`src/rtl/boot_loader.sv`:
```
// boot_loader: program-image loader feeding the CPU instruction memory.
//
// Accepts a byte stream over a valid/ready handshake. The first two bytes
// are a big-endian word count. That many big-endian 16-bit words follow.
// Each word is written to instruction memory at BASE_ADDR + 2*index. When
// the image is complete, cpu_run is raised, which releases the CPU core.
//
// Optional feature macro: BOOT_CHECKSUM_EN
//   When defined, a 2-byte checksum (MSB first) follows the image. It must
//   equal the modulo-2^16 sum of all written words, otherwise the load
//   ends in ERR. When undefined, the checksum states and the sum register
//   are not built.
//
// Ports:
//   clock       system clock, rising edge
//   reset       synchronous, active-low reset
//   rx_data     incoming image byte
//   rx_valid    rx_data valid this cycle
//   rx_ready    loader accepts a byte this cycle (registered)
//   imem_we     instruction-memory write strobe, one cycle per word
//   imem_addr   instruction-memory byte address (always even)
//   imem_wdata  instruction word {high byte, low byte}
//   cpu_run     image loaded; CPU released from reset
//   busy        load in progress (not DONE / ERR)
//   error       sticky load failure
//   word_count  words written so far
module boot_loader #(
  parameter logic [15:0] BASE_ADDR = 16'h0000,
  parameter int          MAX_WORDS = 256,
  parameter int          CNT_W     = 16
) (
  input  logic             clock,
  input  logic             reset,
  input  logic [7:0]       rx_data,
  input  logic             rx_valid,
  output logic             rx_ready,
  output logic             imem_we,
  output logic [15:0]      imem_addr,
  output logic [15:0]      imem_wdata,
  output logic             cpu_run,
  output logic             busy,
  output logic             error,
  output logic [CNT_W-1:0] word_count
);

  typedef enum logic [3:0] {
    LEN_HI,
    LEN_LO,
    DAT_HI,
    DAT_LO,
    WRITE,
    DONE,
`ifdef BOOT_CHECKSUM_EN
    CHK_HI,
    CHK_LO,
`endif
    ERR
  } state_t;

  state_t           state_reg;
  logic [15:0]      len_reg;
  logic [7:0]       hi_reg;
  logic             rx_accept;
  logic [CNT_W-1:0] count_next;
  logic [15:0]      len_full;
`ifdef BOOT_CHECKSUM_EN
  logic [15:0]      sum_reg;
`endif

  assign rx_accept  = rx_valid && rx_ready;
  assign count_next = word_count + CNT_W'(1);
  // Full length as it will be once the low byte is latched in LEN_LO.
  assign len_full   = {len_reg[15:8], rx_data};

  always_ff @(posedge clock) begin
    if (!reset) begin
      state_reg  <= LEN_HI;
      rx_ready   <= 1'b1;
      imem_we    <= 1'b0;
      imem_addr  <= BASE_ADDR;
      imem_wdata <= 16'h0000;
      cpu_run    <= 1'b0;
      busy       <= 1'b1;
      error      <= 1'b0;
      word_count <= '0;
      len_reg    <= 16'h0000;
      hi_reg     <= 8'h00;
`ifdef BOOT_CHECKSUM_EN
      sum_reg    <= 16'h0000;
`endif
    end else begin
      // Outputs are registered: every transition also sets the output
      // values that belong to its destination state.
      case (state_reg)
        LEN_HI: begin
          if (rx_accept) begin
            len_reg[15:8] <= rx_data;
            state_reg     <= LEN_LO;
          end
        end
        LEN_LO: begin
          if (rx_accept) begin
            len_reg[7:0] <= rx_data;
            if (len_full == 16'h0000) begin
`ifdef BOOT_CHECKSUM_EN
              state_reg <= CHK_HI;
`else
              state_reg <= DONE;
              rx_ready  <= 1'b0;
              cpu_run   <= 1'b1;
              busy      <= 1'b0;
`endif
            end else if (32'(len_full) > 32'(MAX_WORDS)) begin
              state_reg <= ERR;
              rx_ready  <= 1'b0;
              error     <= 1'b1;
              busy      <= 1'b0;
            end else begin
              state_reg <= DAT_HI;
            end
          end
        end
        DAT_HI: begin
          if (rx_accept) begin
            hi_reg    <= rx_data;
            state_reg <= DAT_LO;
          end
        end
        DAT_LO: begin
          if (rx_accept) begin
            imem_wdata <= {hi_reg, rx_data};
            imem_addr  <= BASE_ADDR + (16'(word_count) << 1);
            imem_we    <= 1'b1;
            rx_ready   <= 1'b0;
            state_reg  <= WRITE;
          end
        end
        WRITE: begin
          imem_we    <= 1'b0;
          word_count <= count_next;
`ifdef BOOT_CHECKSUM_EN
          sum_reg    <= sum_reg + imem_wdata;
`endif
          if (32'(count_next) == 32'(len_reg)) begin
`ifdef BOOT_CHECKSUM_EN
            state_reg <= CHK_HI;
            rx_ready  <= 1'b1;
`else
            state_reg <= DONE;
            cpu_run   <= 1'b1;
            busy      <= 1'b0;
`endif
          end else begin
            state_reg <= DAT_HI;
            rx_ready  <= 1'b1;
          end
        end
`ifdef BOOT_CHECKSUM_EN
        CHK_HI: begin
          if (rx_accept) begin
            hi_reg    <= rx_data;
            state_reg <= CHK_LO;
          end
        end
        CHK_LO: begin
          if (rx_accept) begin
            rx_ready <= 1'b0;
            busy     <= 1'b0;
            if ({hi_reg, rx_data} == sum_reg) begin
              state_reg <= DONE;
              cpu_run   <= 1'b1;
            end else begin
              state_reg <= ERR;
              error     <= 1'b1;
            end
          end
        end
`endif
        DONE: begin
          state_reg <= DONE;
        end
        ERR: begin
          state_reg <= ERR;
        end
        default: begin
          // Unreachable encodings are treated as a failed load.
          state_reg <= ERR;
          rx_ready  <= 1'b0;
          imem_we   <= 1'b0;
          cpu_run   <= 1'b0;
          busy      <= 1'b0;
          error     <= 1'b1;
        end
      endcase
    end
  end

endmodule

```
`config.mk`:
```
export PLATFORM = sky130hd
export DESIGN_NAME = boot_loader
export DESIGN_NICKNAME = d
export VERILOG_FILES = /design/src/rtl/boot_loader.sv
export SDC_FILE = /design/constraint.sdc
export NUM_CORES = 1
export LEC_CHECK = 0
export CORE_MARGIN = 2
export CORE_UTILIZATION = 54
export DETAILED_ROUTE_END_ITERATION = 7
export PLACE_DENSITY = 0.82
export SYNTH_ARGS = -nofsm -noshare
export SYNTH_HDL_FRONTEND = slang
export SYNTH_SLANG_ARGS = --single-unit
```
`constraint.sdc`:
```
create_clock -name clock -period 2.6 [get_ports clock]
set_input_delay 0.26 -clock clock [delete_from_list [all_inputs] [get_ports clock]]
set_output_delay 0.26 -clock clock [all_outputs]
set_load 0.01 [all_outputs]
```
==> reports/qor.yml <==
status: "completed"
power_leakage_nw: 1.60
vias_per_cell: 5.74
max_freq_mhz: 451
gr-total-overflow: 0
async_flop_share: 0
ctsRootBufferMaster: "clkbuf_8"
grt_pass1_vias: 3455
final_max_slew_viol_count: 0
holdBufCountCts: 0
syn_nets: 492
dp_hpwl_um: 6890
yosysWarnings: 0
hold_class: "in -> reg"
syn_inst: 480
ys_types: 60
path_cells: "nand3_4, nor2_1, nand3_1, a221o_1, and4bb_4, o211ai_1"
wire_per_inst_um: 15.5
place_worst_setup_slack_ns: 0.305
numPortBuffers: 62
timing.final.ws_setup_ns: 0.381
initial_core_util: 0.556
syn_area_per_cell_um2: 8.40
path_buf_inv: 0
wirelength_um: 9790
cts_max_level: 3
drtPass1Iterations: 5
floorplan.die_area_um2: 8170
netlist_area_um2: 4030
finalSetupViolCount: 0
rows: 31
setup_tns_ns: 0
nFillCells: 617
antenna_found_initial: 0
arrival_ns: 2.43
whs_ns: 0.343
place_congestion: 0.864
start_kind: "flop"
crit_slowest_cell: "dfxtp_1"
crit_required_ns: 2.81
insertedDiodeCount: 0
dieWidth_um: 90.4
slowest_delay_ns: 0.61
final_util: 0.675
finalCriticalPeriod_ns: 2.22
skew_ns: 0.0116
fin_nets: 541
grt_usage: 0.244
grt_pass1_wl_um: 16400
maxCapViolations: 0
coreArea_um2: 7250
crit_type: "reg -> reg"
ant_nets: 0
hold_viol: 0
cts_buffer_depth: 2
drc: 0
cts_setup_buffers: 0
clk-insertion-delay-late_ns: 0.36
crit_fanout: 13
die_h_um: 90.4
pwr_density_cell_nw_per_um2: 539
fin_crit_sh: 0.853
drt_iter0_drc: 249
cp-end-kind: "flop"
cts.clk_slew.worst_paths_ns: 0.08
regArea_um2: 1580
cp_top_family: "simple AND/OR/NAND/NOR gates"
max-vdd-ir-drop_uv: 449
drive_gt1_frac: 0.0861
syn2layout_area_growth_pct: 21.4
vias: 3635
tightest_slew_ns: 0.720
grt_max_degree: 33
cts.sinks: 79
synth_edf_count: 0
cts_inserted_buffers: 9
tritoncts: "yes"
slew_headroom: 0.516
synth_ff_type: "dfxtp_1"
ys_seq_area_frac: 0.392
ioPinCount: 64
rsz0062_at_grt: "no"
synth-seq-cells: 79
cts_resized: 0
multiInputGateArea_um2: 2230
per-stage QoR:
step / cell area (um2) / cells / power (mW)
after floorplan: 4030 / 480 / 1.53
after global placement: 4670 / 617 / 1.63
after detailed placement: 4670 / 617 / 1.64
after CTS: 4890 / 633 / 2.64
after global routing: 4890 / 633 / 2.73
final: 4890 / 633 / 2.64
synthesized netlist by cell type (all sizes together), types with 9 or more instances:
library cell | count | area share
a21boi | 54 | 0.10
a21oi | 9 | 0.011
and2 | 10 | 0.016
buf | 18 | 0.034
clkbuf | 19 | 0.018
dfxtp | 79 | 0.39
mux2i | 10 | 0.025
nand2 | 111 | 0.10
nand3 | 18 | 0.027
nor2 | 11 | 0.010
nor2b | 11 | 0.017
nor3 | 16 | 0.021
o21ai | 16 | 0.020
xnor2 | 21 | 0.046
logic make-up (layout without fill, tap and decap cells):
family,count (synthesis),in the layout,share of synthesized area
adder cells (fa/ha/maj),1,1,0.00310
XOR/XNOR,28,28,0.0609
other,1,1,0.000930
buffers and inverters,41,95,0.0556
flip-flops,79,79,0.392
AO/OA/AOI/OAI,104,104,0.185
AND/OR/NAND/NOR,215,215,0.274
multiplexers,11,11,0.0276
per-layer routing:
layer / up-vias / wire length (um) / track usage / part of all wire
met4: 0 / 167 / 0.0923 / 0.017
met3: 21 / 524 / 0.0409 / 0.054
met1: 1740 / 4450 / 0.315 / 0.45
li1: 1752 / - / - / -
met2: 122 / 4640 / 0.412 / 0.47
met5: - / 0 / 0 / 0
worst register-to-register path, cell delays in order (launching register included):
cell and delay [ns]:
dfxtp_1 0.61, nand3_4 0.24, nor2_1 0.28, nand3_1 0.12
a221o_1 0.36, and4bb_4 0.40, o211ai_1 0.08
power breakdown:
part,internal (mW),switching (mW),total [mW]
registers,1.24,0.0341,1.28
logic,0.151,0.190,0.341
clock network,0.546,0.471,1.02
placed cells by master, fill, tap and decap left out, drive strengths merged, types with 2 or more instances in the layout:
| cell type | count |
|---|---|
| clkinvlp | 2 |
| xor2 | 7 |
| a21oi | 9 |
| nand2 | 111 |
| bufinv | 2 |
| dfxtp | 79 |
| o31ai | 2 |
| or3 | 6 |
| nand2b | 2 |
| nor3b | 2 |
| mux2i | 10 |
| a31oi | 3 |
| xnor2 | 21 |
| o211ai | 4 |
| nor2 | 11 |
| and2 | 10 |
| nand4 | 8 |
| buf | 14 |
| and3 | 4 |
| o211a | 2 |
| a21boi | 54 |
| inv | 5 |
| nand3 | 18 |
| clkbuf | 10 |
| o21a | 4 |
| nor2b | 11 |
| nor3 | 16 |
| o21ai | 16 |
| nor4 | 8 |
| clkdlybuf4s50 | 61 |
path summary, 6_finish.rpt:
path | startpoint | end | slack (ns) | cells after the start
worst max-delay path | word_count[3] | rx_ready | 0.38 | 6
worst min-delay path | reset | rx_ready | 0.34 | 2
worst max register to register | word_count[3] | rx_ready | 0.38 | 6
worst min register to register | imem_addr[10] | imem_addr[10] | 0.47 | 2
final cells by class:
type / instances / share of cell area
multi-input cells: 360 / 0.455
clock buffers: 10 / 0.0261
inverters: 4 / 0.00307
well taps: 99 / 0.0253
repair buffers: 75 / 0.148
clock inverters: 6 / 0.0189
flip-flops and latches: 79 / 0.323
Power figures use the tool's default switching activity.
